**src/rtl/uart_tx.sv**
```systemverilog
// Buffered 8N1 UART transmitter: a FIFO feeds a registered serial line Tx.
// Optional even parity bit (8E1 frames) when UART_TX_PARITY_EN is defined.
//
// Ports:
//   clk        - system clock
//   rst        - asynchronous, active-low reset
//   wr_en      - push request, accepted when full=0
//   wr_data    - byte to push
//   full       - FIFO holds FIFO_SIZE bytes
//   fifo_count - bytes buffered, 0..FIFO_SIZE
//   busy       - a frame is in progress
//   frame_done - 1-cycle pulse after the final stop-bit cycle
//   Tx         - serial output, idle high
module uart_tx #(
  parameter int SYS_CLK_FREQ    = 100000000,
  parameter int UART_BAUD_RATE  = 115200,
  parameter int FIFO_SIZE       = 8,
  parameter int FIFO_INDEX_SIZE = 3
) (
  input  logic                     clk,
  input  logic                     rst,
  input  logic                     wr_en,
  input  logic [7:0]               wr_data,
  output logic                     full,
  output logic [FIFO_INDEX_SIZE:0] fifo_count,
  output logic                     busy,
  output logic                     frame_done,
  output logic                     Tx
);

  localparam int CLKS_PER_BIT = SYS_CLK_FREQ / UART_BAUD_RATE;
  localparam int CNT_W =
    (CLKS_PER_BIT > 1) ? $clog2(CLKS_PER_BIT) : 1;
  localparam int PW = FIFO_INDEX_SIZE;
  localparam int CW = FIFO_INDEX_SIZE + 1;

  localparam logic [CNT_W-1:0] CNT_LAST =
    CNT_W'(CLKS_PER_BIT - 1);
  localparam logic [CW-1:0] CNT_FULL = CW'(FIFO_SIZE);

  typedef enum logic [2:0] {
    S_IDLE,
    S_START,
    S_DATA,
`ifdef UART_TX_PARITY_EN
    S_PARITY,
`endif
    S_STOP
  } state_e;

  state_e state_q, state_d;

  logic [CNT_W-1:0] cnt_q, cnt_d;
  logic [2:0]       bit_idx_q, bit_idx_d;
  logic [2:0]       bit_nxt;
  logic [7:0]       shift_q, shift_d;
  logic             tx_q, tx_d;
  logic             done_q, done_d;
  logic             bit_end;

  // FIFO storage and bookkeeping
  logic [7:0]    mem_q [FIFO_SIZE];
  logic [PW-1:0] wr_ptr_q, wr_ptr_d;
  logic [PW-1:0] rd_ptr_q, rd_ptr_d;
  logic [CW-1:0] count_q, count_d;
  logic          full_q, full_d;
  logic          push;
  logic          pop;
  logic          have_data;
  logic [7:0]    head;

  assign push      = wr_en && !full_q;
  assign have_data = (count_q != '0);
  assign head      = mem_q[rd_ptr_q];
  assign bit_end   = (cnt_q == CNT_LAST);
  assign bit_nxt   = bit_idx_q + 3'd1;

  // ---------------- FIFO ----------------

  always_comb begin
    wr_ptr_d = wr_ptr_q;
    rd_ptr_d = rd_ptr_q;
    count_d  = count_q;
    if (push) begin
      wr_ptr_d = wr_ptr_q + 1'b1;
    end
    if (pop) begin
      rd_ptr_d = rd_ptr_q + 1'b1;
    end
    unique case ({push, pop})
      2'b10:   count_d = count_q + 1'b1;
      2'b01:   count_d = count_q - 1'b1;
      default: count_d = count_q;
    endcase
    full_d = (count_d == CNT_FULL);
  end

  // Storage has no reset: contents are only
  // observable through count/pointers, which do.
  always_ff @(posedge clk) begin
    if (push) begin
      mem_q[wr_ptr_q] <= wr_data;
    end
  end

  always_ff @(posedge clk or negedge rst) begin
    if (!rst) begin
      wr_ptr_q <= '0;
      rd_ptr_q <= '0;
      count_q  <= '0;
      full_q   <= 1'b0;
    end else begin
      wr_ptr_q <= wr_ptr_d;
      rd_ptr_q <= rd_ptr_d;
      count_q  <= count_d;
      full_q   <= full_d;
    end
  end

  // ---------------- Framer FSM ----------------

  always_comb begin
    state_d   = state_q;
    cnt_d     = cnt_q + 1'b1;
    bit_idx_d = bit_idx_q;
    shift_d   = shift_q;
    tx_d      = tx_q;
    done_d    = 1'b0;
    pop       = 1'b0;

    unique case (state_q)
      S_IDLE: begin
        cnt_d = '0;
        tx_d  = 1'b1;
        if (have_data) begin
          pop     = 1'b1;
          shift_d = head;
          state_d = S_START;
          tx_d    = 1'b0;
        end
      end

      S_START: begin
        if (bit_end) begin
          cnt_d     = '0;
          bit_idx_d = 3'd0;
          state_d   = S_DATA;
          tx_d      = shift_q[0];
        end
      end

      S_DATA: begin
        if (bit_end) begin
          cnt_d = '0;
          if (bit_idx_q == 3'd7) begin
`ifdef UART_TX_PARITY_EN
            state_d = S_PARITY;
            tx_d    = ^shift_q;
`else
            state_d = S_STOP;
            tx_d    = 1'b1;
`endif
          end else begin
            bit_idx_d = bit_nxt;
            tx_d      = shift_q[bit_nxt];
          end
        end
      end

`ifdef UART_TX_PARITY_EN
      S_PARITY: begin
        if (bit_end) begin
          cnt_d   = '0;
          state_d = S_STOP;
          tx_d    = 1'b1;
        end
      end
`endif

      S_STOP: begin
        if (bit_end) begin
          cnt_d  = '0;
          done_d = 1'b1;
          // Chain straight into the next start
          // bit when more data is queued.
          if (have_data) begin
            pop     = 1'b1;
            shift_d = head;
            state_d = S_START;
            tx_d    = 1'b0;
          end else begin
            state_d = S_IDLE;
            tx_d    = 1'b1;
          end
        end
      end

      default: begin
        cnt_d   = '0;
        state_d = S_IDLE;
        tx_d    = 1'b1;
      end
    endcase
  end

  always_ff @(posedge clk or negedge rst) begin
    if (!rst) begin
      state_q   <= S_IDLE;
      cnt_q     <= '0;
      bit_idx_q <= 3'd0;
      shift_q   <= 8'h00;
      tx_q      <= 1'b1;
      done_q    <= 1'b0;
    end else begin
      state_q   <= state_d;
      cnt_q     <= cnt_d;
      bit_idx_q <= bit_idx_d;
      shift_q   <= shift_d;
      tx_q      <= tx_d;
      done_q    <= done_d;
    end
  end

  assign Tx         = tx_q;
  assign frame_done = done_q;
  assign busy       = (state_q != S_IDLE);
  assign full       = full_q;
  assign fifo_count = count_q;

endmodule

```
**config.mk**
```make
export PLATFORM = sky130hd
export DESIGN_NAME = uart_tx
export DESIGN_NICKNAME = d
export VERILOG_FILES = /design/src/rtl/uart_tx.sv
export SDC_FILE = /design/constraint.sdc
export NUM_CORES = 1
export LEC_CHECK = 0
export CAP_MARGIN = 20
export CORE_MARGIN = 3
export CORE_UTILIZATION = 31
export CTS_BUF_LIST = sky130_fd_sc_hd__clkbuf_8 sky130_fd_sc_hd__clkbuf_16
export DETAILED_ROUTE_END_ITERATION = 10
export SETUP_SLACK_MARGIN = 0.5
export SYNTH_ARGS = -nofsm -noshare
export SYNTH_HDL_FRONTEND = slang
export SYNTH_SLANG_ARGS = --single-unit
```
**constraint.sdc**
```tcl
create_clock -name clk -period 9.7 [get_ports clk]
set_input_delay 1.455 -clock clk [delete_from_list [all_inputs] [get_ports clk]]
set_output_delay 1.455 -clock clk [all_outputs]
set_load 0.005 [all_outputs]
```
==> Word-level counts from Yosys, hierarchy flattened <==
Memories as Yosys holds them, arrays and structs flattened.
Index checks and enable logic that the tools add are counted.
{ "word_totals": {"register_bits": 37, "latchBits": 0, "ram_bits": 64, "rom_bits": 0, "output_inout_bits": 8, "elab_cells": 76, "n_memories": 1} }
{ "mem_list": {"columns": ["memory", "depth", "word_bits", "read_ports", "rd_ports_with_merged_regs", "write_ports", "line", "text"], "rows": [
  ["mem_q", 8, 8, 1, 0, 1, "62", "logic [7:0] mem_q [FIFO_SIZE];"]
]} }
{ "op_classes": {"n_addsub": 6, "multipliers": 0, "div_mod_pow": 0, "n_lt_le_gt_ge": 1, "n_eq_ne": 14, "n_shift": 0, "n_mux": 32, "n_bitwise": 0, "reduce_logical": 12} }
{ "ops": {"columns": ["cell", "n"], "rows": [
  ["$mux 3", 8],
  ["$mux 10", 2],
  ["$mux 8", 2],
  ["$pmux 8 s2", 1],
  ["$mux 1", 13],
  ["$ne 2x2->1 const B", 6],
  ["$pmux 3 s4", 1],
  ["$add 10x1->10 const B", 1],
  ["$eq 10x10->1 const B", 1],
  ["$add 3x1->3 const B", 3],
  ["$pmux 4 s2", 1],
  ["$eq 3x2->1 const B", 2],
  ["$pmux 3 s2", 1],
  ["$reduce_and 5->1", 1],
  ["$add 4x1->4 const B", 1],
  ["$eq 4x4->1 const B", 1],
  ["$lt 3x4->1 const B", 1],
  ["$pmux 1 s4", 1],
  ["$reduce_and 4->1", 1],
  ["$reduce_bool 2->1", 2],
  ["$reduce_bool 4->1", 1],
  ["$sub 4x1->4 const B", 1],
  ["$bmux 1 s3", 1],
  ["$eq 3x1->1 const B", 1],
  ["11 further kinds", 11]
]} }

==> Longest topological paths before layout <==
Gate-level depths: netlist of the first run.
{ "depth": {"depth_word": 7, "mapped_depth": 12, "depth_no_buf": 12} }

==> Worst setup path after synthesis of the first run <==
No wires, ideal clock.
{ "synth_path": {"path_kind": "input-to-reg", "start": "input port wr_en", "end": "register full_q (netlist: full)", "setup_time_ps": 95, "arrival_ps": 3421, "setup_slack_ps": 6184, "path_stages": 12, "path_buffers": 1, "path_cell_list": "nor2b_1 -> clkbuf_8 -> nor3b_1 -> a22oi_4 -> nor2_2 -> xor2_1 -> ha_1 -> a21oi_1 -> nor2b_1 -> mux2_4 -> xor2_2 -> nor4b_2"} }
{ "synth_via": {"elab_chain_len": 4, "word_cells_on_any_way": 5} }
{ "synth_rtl": {"columns": ["item", "line", "text"], "rows": [
  ["start: declaration", "22", "input logic wr_en,"],
  ["$logic_and 1x1->1 *", "72", "assign push = wr_en && !full_q;"],
  ["$eq 2x1->1 or $eq 2x2->1 (tied branches)", "90", "unique case ({push, pop})"],
  ["$pmux 4 s2 *", "90", null],
  ["named net count_d[2]", "65", "logic [CW-1:0] count_q, count_d;"],
  ["$eq 4x4->1 *", "95", "full_d = (count_d == CNT_FULL);"],
  ["named net full_d", "66", "logic full_q, full_d;"],
  ["end signal: assignment", "116", "full_q <= full_d;"],
  ["end: declaration", "66", null]
]} }
Mark *: on every way through the listed nets, which the timed path passes. The rest lies on a longest branch.
A chain may end at the register's enable or synchronous reset.

==> Final worst setup path of the first run <==
Same ends and word-level chain as after synthesis.

==> results of run 1 <==
-- layout make-up --
type / count / area (um^2)
fill: 1294 / 8490
sequential: 100 / 2820
multi-input combinational: 158 / 1510
clock buffer: 9 / 225
tap: 176 / 220
timing repair buffer: 19 / 203
clock inverter: 7 / 50.0
inverter: 9 / 33.8
-- metal layers --
layer,up-vias,part of all wire [%]
met2,28,52
met4,0,1.2
met3,10,3.4
met1,1126,43
met5,-,0
li1,1080,-
-- synthesized netlist by cell type (3+ instances only) --
cell / number
o21ai_0: 3
mux2i_1: 8
nor3_1: 3
ha_1: 12
nand3_1: 5
nor2_1: 30
edfxtp_1: 64
a22o_1: 5
a21oi_1: 11
xor2_1: 6
nand2b_1: 4
inv_1: 9
mux4_2: 18
nand2_1: 7
xnor2_1: 8
mux2_2: 5
dfrtp_1: 35
buf_2: 3
-- flip-flops by register name (all words and copies together) (netlist names), 2 cells and up --
signal,count
mem_q,64
cnt_q,10
shift_q,8
fifo_count,4
bit_idx_q,3
rd_ptr_q,3
wr_ptr_q,3
state_q,2
-- cells in the final DEF, fill, tap and decap left out, types with 2 or more instances in the layout --
master            n
mux2_1            2
nand4_1           2
nand3_1           5
dfrtp_1          35
nand2b_1          4
nor4_4            2
nand2_1           7
a22o_1            5
nor2_1           30
nor3_2            2
edfxtp_1         64
mux2_2            5
nor2b_1           2
inv_6             3
inv_1            10
o21ai_0           3
clkdlybuf4s50_1  17
or4_1             2
xnor2_1           8
clkbuf_16         9
ha_1             12
mux2i_1           8
xor2_1            6
mux4_2           18
a21oi_1          11
-- cell families (layout without fill, tap and decap cells) --
| logic type | after synthesis | count (layout) | synth area share [%] |
|---|---|---|---|
| DFF | 100 | 100 | 64.0 |
| and+or+nand+nor | 67 | 67 | 8.39 |
| muxes | 34 | 34 | 13.1 |
| AOI/OAI and AO/OA | 29 | 29 | 5.56 |
| buffers and inverters | 18 | 44 | 2.01 |
| xor gates and xnor gates | 16 | 16 | 3.52 |
| adders and majority gates | 12 | 12 | 3.40 |
-- critical path, cell delays in order --
cell	delay, ns
clkdlybuf4s50_1	0.45
nor2b_1	0.47
nor2_1	0.14
a22oi_4	0.30
nor2_2	0.08
xor2_1	0.16
ha_1	0.18
a21oi_1	0.14
nor2_1	0.06
mux2_4	0.29
xor2_2	0.15
nor4b_2	0.30
-- final timing paths --
path	start	end	slack, ns	cells after the start
setup / recovery	wr_en	full$_DFF_PN0_	5.75	12
hold / removal	cnt_q[0]$_DFF_PN0_	cnt_q[0]$_DFF_PN0_	0.49	1
setup reg to reg	cnt_q[0]$_DFF_PN0_	full$_DFF_PN0_	6.18	11
hold reg to reg	cnt_q[0]$_DFF_PN0_	cnt_q[0]$_DFF_PN0_	0.49	1
max in group asynchronous	rst	cnt_q[2]$_DFF_PN0_	8.00	1
min in group asynchronous	rst	cnt_q[9]$_DFF_PN0_	1.20	1
-- power breakdown --
group          switching [mW]  internal (mW)
clock                   0.156          0.175
combinational           0.232          0.257
sequential              0.104          0.558
==> results.json, run 1 <==
{
  "synth_seq_cells": 100,
  "htreeDepth": 3,
  "powerDensity_nw_per_um2": 293,
  "yosysUniqueCellTypes": 51,
  "cp.required_ns": 9.94,
  "status": "finished clean",
  "fin_cells": 478,
  "slew_headroom_pct": 38.1,
  "dp_cells": 462,
  "syn_area_per_cell_um2": 16.0,
  "dp_slack_ns": 5.35,
  "rsz0062_at_grt": "no",
  "finalMaxSlewViolations": 0,
  "pin_count": 19,
  "cts_tree": "built",
  "tightest_slew_ns": 0.925,
  "port_buffers": 18,
  "holdBufCountCts": 0,
  "final_nets": 320,
  "cts_num_sinks": 100,
  "postSynthCellCount": 276,
  "path_clk_slew_ns": 0.06,
  "grtUsageMet2_pct": 18.1,
  "vias_per_cell": 4.69,
  "postSynth.topFlopCell": "edfxtp_1",
  "finalHoldWorstSlack_ns": 0.485,
  "setup_violations": 0,
  "ant_nets": 0,
  "gp_congestion": 0.790,
  "min_period_over_period_pct": 40.8,
  "num_antenna_cells": 0,
  "fin_util_pct": 37.4,
  "vias": 2244,
  "die_area_um2": 15700,
  "p_leak_nw": 1.83,
  "finalCriticalPeriod_ns": 3.95,
  "placement_rows": 42,
  "fp.dieW_um": 125,
  "stdcell_area_um2": 5070,
  "setup_ws_ns": 5.75,
  "ys_warn_count": 0,
  "grt_max_degree": 37,
  "grt_antenna_before_repair": 0,
  "peakVddDrop_mv": 0.132,
  "crit_type": "in2reg",
  "worst_setup_path_start_kind": "input pin",
  "ys_seq_area_share_pct": 64.0,
  "total_power_mw": 1.48,
  "async_reset_ff_share_pct": 36.0,
  "path_max_fanout": 8,
  "grt_pass1_vias": 2335,
  "grt_pass1_wl_mm": 12.5,
  "wirelength_mm": 7.57,
  "drt_iter0_drc": 81,
  "arrival_ns": 4.19,
  "top_usage_layer": "met2",
  "skew_ns": 0.00834,
  "hold_path_class": "reg2reg",
  "fmax_ghz": 0.253,
  "cts-root-buf": "clkbuf_16",
  "cts_made_buffers": 9,
  "start_util_pct": 32.5,
  "synth.cell_area_um2": 4410,
  "grt_overflow": 0,
  "die_height_um": 125,
  "yosysTopAreaCell": "edfxtp_1",
  "drc": 0,
  "worst_setup_path_end_kind": "flop",
  "placed_cell_area_um2": 4790,
  "use_met3_pct": 3.07,
  "ys_top_cells_by_area": "edfxtp_1 (44%), dfrtp_1 (20%), mux4_2 (9.2%)",
  "synth_top_area_share_pct": 43.5,
  "tns_ns": 0,
  "firstDrtPassIters": 4,
  "drive_above_1_share_pct": 20.2,
  "hpwl_mm": 5.15,
  "hold_violations": 0,
  "cts_resized": 0,
  "drv_cap": 0,
  "gr-usage-met1_pct": 12.1,
  "fp.coreArea_um2": 13600,
  "wl_per_cell_um": 15.8,
  "clk_latency_ns": 0.34,
  "syn-num-nets": 299,
  "area_growth_pct": 14.8,
  "synth-edff-count": 64,
  "grt_usage_pct": 10.3,
  "postCtsSetupRepairBufs": 0,
  "clockBufferDepth": 2
}
Note: power is estimated with default switching activity, not from simulation.
==> run 2: changes to the inputs <==
- clock period: 9.7 -> 3.5 ns (I/O delays scaled with it)
==> results.json, run 2 (synthesis gave the netlist of run 1 again) <==
{
  "status": "finished clean",
  "firstDrtPassIters": 4,
  "port_buffers": 18,
  "powerDensity_nw_per_um2": 805,
  "tightest_slew_ns": 0.831,
  "finalMaxSlewViolations": 0,
  "area_growth_pct": 17.6,
  "finalCriticalPeriod_ns": 2.89,
  "fillers": 1296,
  "pin_count": 19,
  "placement_rows": 42,
  "dp_slack_ns": 0.288,
  "grt_usage_pct": 10.5,
  "crit_type": "reg2reg",
  "die_height_um": 125,
  "fmax_ghz": 0.346,
  "cts_num_sinks": 100,
  "path_max_fanout": 8,
  "drt_iter0_drc": 130,
  "wirelength_mm": 7.71,
  "grt_pass1_vias": 2391,
  "min_period_over_period_pct": 82.6,
  "arrival_ns": 3.11,
  "ant_nets": 0,
  "worst_setup_path_end_kind": "flop",
  "setup_ws_ns": 0.609,
  "hold_violations": 0,
  "setup_violations": 0,
  "cts_made_buffers": 9,
  "worst_r2r_endpoint": "full$_DFF_PN0_",
  "start_util_pct": 32.5,
  "r2r_cells": 11,
  "fp.dieW_um": 125,
  "tns_ns": 0,
  "holdBufCountCts": 0,
  "path_clk_slew_ns": 0.06,
  "cp.required_ns": 3.72,
  "finalHoldWorstSlack_ns": 0.283,
  "clockBufferDepth": 2,
  "gp_congestion": 0.768,
  "clk_latency_ns": 0.34,
  "worst_setup_path_start_kind": "flop",
  "fp.coreArea_um2": 13600,
  "hold_path_class": "in2async",
  "p_leak_nw": 1.91,
  "r2r-start": "cnt_q[1]$_DFF_PN0_",
  "cts-root-buf": "clkbuf_16",
  "largest_register_ffs": 64,
  "peakVddDrop_mv": 0.413,
  "grt_pass1_wl_mm": 12.8,
  "grt_max_degree": 37,
  "final_common_cell": "edfxtp_1",
  "hpwl_mm": 5.02,
  "final_nets": 337,
  "total_power_mw": 4.17,
  "grt_overflow": 0,
  "htreeDepth": 3,
  "slew_headroom_pct": 44.6,
  "wl_per_cell_um": 15.6,
  "die_area_um2": 15700,
  "cts_tree": "built",
  "biggestRegsByFlops": "mem_q: 64 flops, cnt_q: 10 flops, shift_q: 8 flops",
  "vias_per_cell": 4.74,
  "num_antenna_cells": 0,
  "seqCellArea_um2": 2820,
  "top_register": "mem_q",
  "grt_antenna_before_repair": 0,
  "drv_cap": 0,
  "vias": 2340,
  "final_cell_mix": "edfxtp_1 (64), dfrtp_1 (35), nor2_1 (30)",
  "reg2reg_slack_ns": 0.61,
  "skew_ns": 0.00643,
  "drc": 0,
  "drive_above_1_share_pct": 24.8,
  "rsz0062_at_grt": "yes",
  "multi_input_area_um2": 1530
}
-- run 2: through the flow --
step	util (%)	instance area [um^2]	instances
2_1_floorplan	-	4410	276
3_3_place_gp	35.7	4840	472
3_5_place_dp	35.7	4840	472
4_1_cts	37.9	5140	489
5_1_grt	38.3	5190	494
6_report	38.3	5190	494
-- run 2: what timing repair did --
item	4_1_cts	5_1_grt
endpoints found under the hold margin	0	0
setup endpoints to repair	2	1
resized for setup	3	3
pin swaps	1	4
buffers inserted	2	5
-- run 2: critical path: stages, from the launching register on --
cell and delay [ns]:
dfrtp_1 0.37, ha_2 0.20, or3b_4 0.39, nor4_4 0.18, nand2_2 0.13, a211oi_4 0.32
ha_4 0.28, or4_1 0.41, o21ai_1 0.13, a211o_2 0.14, o31ai_4 0.06, nor4b_2 0.16
-- run 2: layout make-up --
class | instances | area share, %
Inverter | 9 | 0.651
Timing Repair Buffer | 36 | 5.98
Multi-Input combinational cell | 158 | 29.4
Sequential cell | 100 | 54.4
Clock buffer | 9 | 4.34
Clock inverter | 6 | 0.941
Tap cell | 176 | 4.25
-- run 2: routing by layer --
layer	global-route usage (%)	part of all wire (%)	up-vias
met4	3.44	1.4	0
li1	-	-	1118
met3	3.45	3.8	8
met2	16.7	48	29
met5	0	0	-
met1	13.5	46	1185
-- run 2: how the worst max path moves through the flow --
stage,from,to,cells after the start
detailed placement,cnt_q[0]$_DFF_PN0_,full$_DFF_PN0_,11
finish,cnt_q[1]$_DFF_PN0_,full$_DFF_PN0_,11
CTS,cnt_q[0]$_DFF_PN0_,full$_DFF_PN0_,11
global route,cnt_q[1]$_DFF_PN0_,full$_DFF_PN0_,11
global placement,cnt_q[0]$_DFF_PN0_,full$_DFF_PN0_,11
floorplan,cnt_q[0]$_DFF_PN0_,full$_DFF_PN0_,12
-- run 2: power breakdown --
| part | leakage, nW | switching (mW) | internal, mW |
|---|---|---|---|
| clock | 0.136 | 0.431 | 0.487 |
| combinational | 0.752 | 0.696 | 0.761 |
| sequential | 1.02 | 0.255 | 1.54 |
